--- config.mk ---
export PLATFORM = sky130hd
export DESIGN_NAME = tlc_ped_ctrl
export DESIGN_NICKNAME = d
export VERILOG_FILES = /design/src/rtl/tlc_ped_ctrl.sv
export SDC_FILE = /design/constraint.sdc
export NUM_CORES = 1
export LEC_CHECK = 0
export BUFFER_PORTS_ARGS = -buffer_cell sky130_fd_sc_hd__buf_2
export CORE_MARGIN = 4
export CORE_UTILIZATION = 45
export DETAILED_ROUTE_END_ITERATION = 10
export GPL_TIMING_DRIVEN = 0
export PLACE_DENSITY = 0.72
export SKIP_CTS_REPAIR_TIMING = 1
export SYNTH_ARGS = -nofsm -noshare
export SYNTH_HDL_FRONTEND = slang
export SYNTH_SLANG_ARGS = --single-unit
--- constraint.sdc ---
create_clock -name i_clk -period 8.2 [get_ports i_clk]
set_clock_uncertainty 0.15 [all_clocks]
set_input_delay 1.64 -clock i_clk [delete_from_list [all_inputs] [get_ports i_clk]]
set_output_delay 1.64 -clock i_clk [all_outputs]
set_load 0.005 [all_outputs]
--- src/rtl/tlc_ped_ctrl.sv ---
// Pedestrian crossing controller downstream of the vehicle traffic light.
// Latches button requests, runs WALK / flashing clearance while red, flags illegal lamps.
module tlc_ped_ctrl #(
  parameter int WALK_CYC  = 6,
  parameter int FLASH_CYC = 4,
  parameter int CNT_W     = 4
) (
  input  logic             i_clk,
  input  logic             i_rst_n,
  input  logic             i_red,
  input  logic             i_yellow,
  input  logic             i_green,
  input  logic             i_ped_btn,
  output logic             o_walk,
  output logic             o_dont_walk,
  output logic [CNT_W-1:0] o_countdown,
  output logic             o_ped_wait,
  output logic             o_fault
);

  typedef enum logic [1:0] {S_IDLE, S_WALK, S_CLEAR, S_FAULT} state_t;

  state_t           r_state, w_state_next;
  logic [CNT_W-1:0] r_timer, w_timer_next;
  logic             r_sync1, r_sync2, r_btn_d, r_red_d;
  logic [1:0]       r_bad_cnt, w_bad_next;
  logic             r_walk, r_dont_walk, r_ped_wait, r_fault;
  logic [CNT_W-1:0] r_countdown;

  logic             w_press, w_red_rise, w_legal, w_fault_entry;
  logic             w_walk_next, w_dont_walk_next, w_ped_wait_next, w_fault_next;
  logic [CNT_W-1:0] w_countdown_next;

  always_comb begin
    w_press    = r_sync2 & ~r_btn_d;
    w_red_rise = i_red & ~r_red_d;
    w_legal    = ({i_red, i_yellow, i_green} == 3'b100) ||
                 ({i_red, i_yellow, i_green} == 3'b010) ||
                 ({i_red, i_yellow, i_green} == 3'b001);
    if (w_legal)                w_bad_next = 2'd0;
    else if (r_bad_cnt == 2'd3) w_bad_next = 2'd3;
    else                        w_bad_next = r_bad_cnt + 2'd1;
    // Also holds FAULT while the lamps stay illegal
    w_fault_entry = (w_bad_next >= 2'd2);
  end

  always_comb begin
    w_state_next = r_state;
    w_timer_next = r_timer;
    if (w_fault_entry) begin
      w_state_next = S_FAULT;
      w_timer_next = '0;
    end else begin
      case (r_state)
        S_IDLE: begin
          if (w_red_rise && (r_ped_wait || w_press)) begin
            w_state_next = S_WALK;
            w_timer_next = CNT_W'(WALK_CYC - 1);
          end
        end
        S_WALK: begin
          if (!i_red) begin
            w_state_next = S_IDLE;
            w_timer_next = '0;
          end else if (r_timer == '0) begin
            w_state_next = S_CLEAR;
            w_timer_next = CNT_W'(FLASH_CYC - 1);
          end else begin
            w_timer_next = r_timer - 1'b1;
          end
        end
        S_CLEAR: begin
          if (!i_red || r_timer == '0) begin
            w_state_next = S_IDLE;
            w_timer_next = '0;
          end else begin
            w_timer_next = r_timer - 1'b1;
          end
        end
        // Reaching here means the current cycle is legal
        S_FAULT: w_state_next = S_IDLE;
        default: begin
          w_state_next = S_IDLE;
          w_timer_next = '0;
        end
      endcase
    end
  end

  // Outputs are computed from the next state so they land with the state change
  always_comb begin
    w_walk_next      = (w_state_next == S_WALK);
    w_countdown_next = (w_state_next == S_CLEAR) ? w_timer_next + 1'b1 : '0;
    w_dont_walk_next = 1'b1;
    if (w_state_next == S_WALK)
      w_dont_walk_next = 1'b0;
    else if (w_state_next == S_CLEAR && r_state == S_CLEAR)
      w_dont_walk_next = ~r_dont_walk;
    w_ped_wait_next = r_ped_wait;
    if (w_state_next == S_FAULT)
      w_ped_wait_next = 1'b0;
    else if (w_state_next == S_WALK && r_state != S_WALK)
      w_ped_wait_next = 1'b0;
    else if (w_press && (r_state == S_IDLE || r_state == S_CLEAR))
      w_ped_wait_next = 1'b1;
    w_fault_next = r_fault | (w_state_next == S_FAULT);
  end

  always_ff @(posedge i_clk or negedge i_rst_n) begin
    if (!i_rst_n) begin
      r_state     <= S_IDLE;
      r_timer     <= '0;
      r_sync1     <= 1'b0;
      r_sync2     <= 1'b0;
      r_btn_d     <= 1'b0;
      r_red_d     <= 1'b0;
      r_bad_cnt   <= 2'd0;
      r_walk      <= 1'b0;
      r_dont_walk <= 1'b1;
      r_countdown <= '0;
      r_ped_wait  <= 1'b0;
      r_fault     <= 1'b0;
    end else begin
      r_state     <= w_state_next;
      r_timer     <= w_timer_next;
      r_sync1     <= i_ped_btn;
      r_sync2     <= r_sync1;
      r_btn_d     <= r_sync2;
      r_red_d     <= i_red;
      r_bad_cnt   <= w_bad_next;
      r_walk      <= w_walk_next;
      r_dont_walk <= w_dont_walk_next;
      r_countdown <= w_countdown_next;
      r_ped_wait  <= w_ped_wait_next;
      r_fault     <= w_fault_next;
    end
  end

  assign o_walk      = r_walk;
  assign o_dont_walk = r_dont_walk;
  assign o_countdown = r_countdown;
  assign o_ped_wait  = r_ped_wait;
  assign o_fault     = r_fault;

endmodule

# Yosys cells after proc, flatten, opt, wreduce, memory -nomap -nowiden
# Cells that the tools add are included.
[op_classes]
n_eq_ne = 11
add_sub_neg = 3
bitwise_logic = 6
n_lt_le_gt_ge = 1
reduce_logical = 13
muxes = 20
[op_table]
columns = ["operator", "n"]
rows = [
  ["4-bit two-way mux", 6],
  ["2-bit two-way mux", 7],
  ["4-bit case mux with 3 select lines", 1],
  ["2-bit equality test, second input constant", 5],
  ["2-bit case mux with 4 select lines", 1],
  ["1-bit logical OR", 5],
  ["1-bit two-way mux", 5],
  ["4-bit by 1-bit adder with 4-bit output, second input constant", 1],
  ["2-bit by 1-bit equality test with 1-bit output, second input constant", 2],
  ["1-bit logical AND", 4],
  ["4-bit logical NOT", 1],
  ["4-bit by 1-bit subtractor with 4-bit output, second input constant", 1],
  ["3-bit by 1-bit equality test with 1-bit output, second input constant", 1],
  ["3-bit by 2-bit equality test with 1-bit output, second input constant", 1],
  ["3-bit equality test, second input constant", 1],
  ["1-bit NOT", 3],
  ["3-bit nonzero test", 1],
  ["2-bit by 1-bit adder with 2-bit output, second input constant", 1],
  ["1-bit AND", 2],
  ["2-bit greater-or-equal comparator, second input constant", 1],
  ["2-bit logical NOT", 1],
  ["2-bit by 1-bit != test with 1-bit output, second input constant", 1],
  ["1-bit logical NOT", 1],
  ["1-bit OR", 1],
]
[word_totals]
in_bits = 6
regBits = 20
word_cells = 66
output_inout_bits = 8

# Longest topological paths before layout
[depth]
ltp_word = 11
depth_mapped = 10
mapped_depth_nobuf = 9

# Worst setup path after synthesis
# No wires, ideal clock.
[synth_timing]
kind = "input -> register"
from = "in i_red"
to = "reg r_countdown[3], in the netlist o_countdown[3]"
arrival_ps = 3059
path_slack_ps = 4872
setup_ps = 119
t_required_ps = 7931
cell_stages = 6
cell_sequence = "or4b_2 a21oi_1 a2111oi_2 a2111oi_2 xnor2_1 nor2_1"
[synth_between]
elab_chain_cells = 8
[synth_lines]
columns = ["item", "line", "rtl"]
rows = [
  ["start: declaration", "10", "input logic i_red,"],
  ["3-bit equality test / 3-bit by 2-bit equality test with 1-bit output (equally long branches)", "37, 38", ""],
  ["1-bit logical OR", "37", "w_legal = ({i_red, i_yellow, i_green} == 3'b100) ||"],
  ["1-bit logical OR", "38", "({i_red, i_yellow, i_green} == 3'b010) ||"],
  ["2-bit two-way mux", "40", "if (w_legal) w_bad_next = 2'd0;"],
  ["2-bit greater-or-equal comparator", "44", "w_fault_entry = (w_bad_next >= 2'd2);"],
  ["4-bit two-way mux / 2-bit two-way mux (equally long branches)", "50", "if (w_fault_entry) begin"],
  ["4-bit by 1-bit adder with 4-bit output / 2-bit equality test (equally long branches)", "93", "w_countdown_next = (w_state_next == S_CLEAR) ? w_timer_next + 1'b1 : '0;"],
  ["4-bit two-way mux (*)", "93", ""],
  ["named net w_countdown_next[3]", "32", "logic [CNT_W-1:0] w_countdown_next;"],
  ["end signal: assignment", "133", "r_countdown <= w_countdown_next;"],
  ["end: declaration", "28", "logic [CNT_W-1:0] r_countdown;"],
]
# Mark *: on every way through the listed nets, which the timed path passes. The rest lies on a longest branch.
# A chain may end at the register's enable or synchronous reset.

# Worst setup path in the final report
[layout_timing]
from = "in i_red"
to = "reg r_countdown[1], in the netlist o_countdown[1]"
[layout_between]
elab_chain_cells = 8
[layout_lines]
columns = ["item", "line", "rtl"]
rows = [
  ["3-bit equality test / 3-bit by 2-bit equality test with 1-bit output (equally long branches)", "37, 38", ""],
  ["1-bit logical OR", "37", ""],
  ["1-bit logical OR (*)", "38", ""],
  ["2-bit two-way mux (*)", "40", ""],
  ["named net w_bad_next[1]", "26", "logic [1:0] r_bad_cnt, w_bad_next;"],
  ["2-bit greater-or-equal comparator (*)", "44", ""],
  ["4-bit two-way mux / 2-bit two-way mux (equally long branches)", "50", ""],
  ["4-bit by 1-bit adder with 4-bit output / 2-bit equality test (equally long branches)", "93", ""],
  ["4-bit two-way mux (*)", "93", ""],
  ["named net w_countdown_next[1]", "32", ""],
]
# Marked as above.

==> key figures <==
Run status
  – Status: completed

Floorplan
  – Full die area: approximately 3000 um2
  – Ports: 14
  – Core ar.: approximately 2000 um2
  – Chip width: between 50 and 60 um
  – # rows: 16
  – Initial core utilization: around half
  – Die height: between 50 and 60 um

Clock network
  – CTS tree: yes
  – Clock Latency Late Sink: 0.30 ns
  – H-tree levels: 1
  – Clk pin slew, worst setup/hold paths: between 0.1 and 0.15 ns
  – Inserted Clock Buffers: 3
  – CTS root buffer: clkbuf_4
  – Clock Tree Buf Depth: 2
  – Clk sinks: 20

Setup path
  – RR Endpoint: o_countdown[1]
  – Worst R2R Setup Slack: around 5.4 ns
  – Critical path class: in2reg
  – Slowest cell on the critical path: or3b_1
  – Worst r2r src: r_timer[0]
  – Required time worst endpoint: 8.24 ns
  – CP endpoint kind: register
  – Critical Path Fanout Max: 10
  – Crit path DAT: ~3.5 ns
  – R2r worst-path depth: 9
  – Slowest cell delay on critical path: between 0.3 and 0.4 ns
  – Worst setup SP type: input pin
  – Critical-path cell list: buf_2, buf_4, or3b_1, o221ai_2, clkinv_1, a21oi_1, ha_1, and2_1

Yosys
  – Mean post-synth cell area: between 10 and 15 um2
  – Syn Nets: 105
  – Post-Syn Instances: 97
  – Number of distinct library cells after synthesis: 34
  – #FFs+latches synth: 20
  – Syn Std Cell Area: between 1000 and 1500 um2
  – Synth Warn #: 0
  – Seq/Total Area, Yosys: about half

STA
  – Max-slew headroom: between 60% and 70%
  – Measured slew at the worst slew-check pin: about 0.53 ns
  – Final setup fails: 0
  – Final Hold Fails: 0
  – Count of pins over their slew limit: 0
  – Fin crit share: approximately two fifths
  – Fmax: between 200 and 300 MHz
  – Setup TNS: 0 ns
  – Unrepaired setup endpoints after global routing: no
  – Tmin final: about 3.4 ns

Routing
  – Vias/cell: roughly 5.5
  – DR WL/cell: ~14 um
  – Drt total wl: a little under 2 mm
  – DR pass1 iterations: 4
  – Drt drc: 0
  – Vias post-DR: 778
  – Antenna Nets Post-Route: 0
  – Iter 0 DRT Violations: 17

Global routing
  – Number of global-route vias before repair: 750
  – First-pass GRT wire length: 3.39 mm
  – Global Route Usage Sum: 13.7%
  – Initial antenna violation count: 0
  – Maximum number of pins on one net before global-route repair: 21
  – Total grt overflow: 0

Pwr
  – Max IR drop VDD: 0.164 mV
  – Tot Pwr: between 300 and 400 uW
  – Leakage: roughly 0.50 nW
  – P per Cell Area: 283 nW/um2

Layout
  – Final nets: 123
  – Antenna Cells: 0
  – Fin area: 1130 um2
  – Layout area overhead: 12.4%
  – Finished Layout Cells: approximately 140
  – Share of cells above drive strength 1: 21.9%

Min path
  – HP Start: r_sync1
  – Worst hold path endpoint: r_sync2
  – Hold Path Class: reg2reg
  – Hold depth: 0

Placement
  – Post-DP HPWL: ~1.4 mm
  – Placed Area: about 1100 um2
  – Final Wtd Congestion: between 0.7 and 0.8
  – PortBufs: 13
  – Post-Place Cells: around 140

Run
  – Max-Cap Viols: 0
## registers in the layout (all words and copies together) (netlist names)
register     flops
o_countdown      4
o_dont_walk      1
r_red_d          1
r_timer          4
r_btn_d          1
r_bad_cnt        2
o_walk           1
r_sync1          1
r_sync2          1
r_state          2
o_ped_wait       1
o_fault          1
## layer usage
metal / track usage, % / routed length, um
met5: 0 / 0
met4: 7.29 / 38
met3: 2.33 / 75
met2: 21.8 / 958
met1: 17.6 / 871
## power by group
group	internal [mW]	switching (mW)
clock network	0.0189	0.0291
logic	0.0599	0.0857
registers	0.115	0.0129
## stage by stage
step                setup WS [ns]  util, %  hold slack, ns
finish                       4.79     55.6           0.214
global route                 4.69     55.6           0.246
CTS                          4.78     55.6           0.214
detailed placement           4.46     54.3           0.187
global placement             4.47     54.3           0.183
floorplan                    4.87        -           0.181
## cell type report
type | count | area (um2)
inverters | 8 | 30.0
fillers | 192 | 907
multi-input cells | 65 | 452
well taps | 27 | 33.8
flip-flops and latches | 20 | 502
clock buffers | 4 | 26.3
repair buffers | 13 | 65.1
plain buffers | 4 | 26.3
## Yosys cell counts
| cell type | count | share of area (%) |
|---|---|---|
| a41o_1 | 1 | 0.99 |
| nand4b_1 | 1 | 0.87 |
| a2111oi_4 | 1 | 2.7 |
| nand2b_1 | 4 | 2.5 |
| a2111oi_2 | 2 | 3.0 |
| nor2b_1 | 1 | 0.62 |
| xnor2_1 | 3 | 2.6 |
| xor2_1 | 1 | 0.87 |
| a211o_1 | 1 | 0.87 |
| o21ai_0 | 7 | 3.5 |
| and2_1 | 2 | 1.2 |
| nor2_1 | 10 | 3.7 |
| or4b_2 | 1 | 0.99 |
| nor3_1 | 3 | 1.5 |
| nor4b_1 | 1 | 0.87 |
| buf_4 | 1 | 0.74 |
| inv_1 | 7 | 2.6 |
| dfstp_2 | 1 | 2.6 |
| or3b_1 | 2 | 1.7 |
| o32ai_2 | 1 | 1.6 |
| buf_6 | 1 | 1.1 |
| or3_1 | 1 | 0.62 |
| nand2_1 | 6 | 2.2 |
| dfrtp_1 | 19 | 47 |
| ha_1 | 2 | 2.5 |
| o221ai_2 | 1 | 1.5 |
| and3_1 | 1 | 0.62 |
| clkinv_1 | 1 | 0.37 |
| clkbuf_1 | 2 | 0.74 |
| a211oi_1 | 2 | 1.5 |
| a41oi_1 | 1 | 0.87 |
| a221oi_1 | 1 | 0.87 |
| a21oi_1 | 7 | 3.5 |
| nand3_1 | 1 | 0.50 |
## critical path, delay by kind of cell
kind            cells  cell delay (ns)
compound gates      2             0.40
fa+ha+maj           1             0.26
simple gates        2             0.52
buf+inv             3             0.63
## kinds of logic after synthesis
family	synth area share, %
compound gates	20.8
xor+xnor	3.47
fa+ha+maj	2.48
buf+inv	5.58
flops	49.7
simple gates	18.0
## placed cells by master, fill, tap and decap left out, types with 2 or more instances in the layout
cell type,count
ha_1,2
xnor2_1,3
and2_1,2
o21ai_0,7
clkbuf_1,3
buf_2,13
nand2_1,6
nand2b_1,4
a2111oi_2,2
a21oi_1,7
or3b_1,2
a211oi_1,2
inv_1,7
clkbuf_4,3
dfrtp_1,19
nor3_1,3
nor2_1,10
## worst max-delay path by stage
| stage | cells past startpoint | slack [ns] | endpoint | start |
|---|---|---|---|---|
| floorplan | 6 | 4.87 | o_countdown[3] | i_red |
| global placement | 8 | 4.47 | o_countdown[1] | i_red |
| detailed placement | 8 | 4.46 | o_countdown[1] | i_red |
| CTS | 8 | 4.78 | o_countdown[1] | i_red |
| global route | 9 | 4.69 | o_countdown[2] | i_red |
| finish | 8 | 4.79 | o_countdown[1] | i_red |
Power figures use the tool's default switching activity.
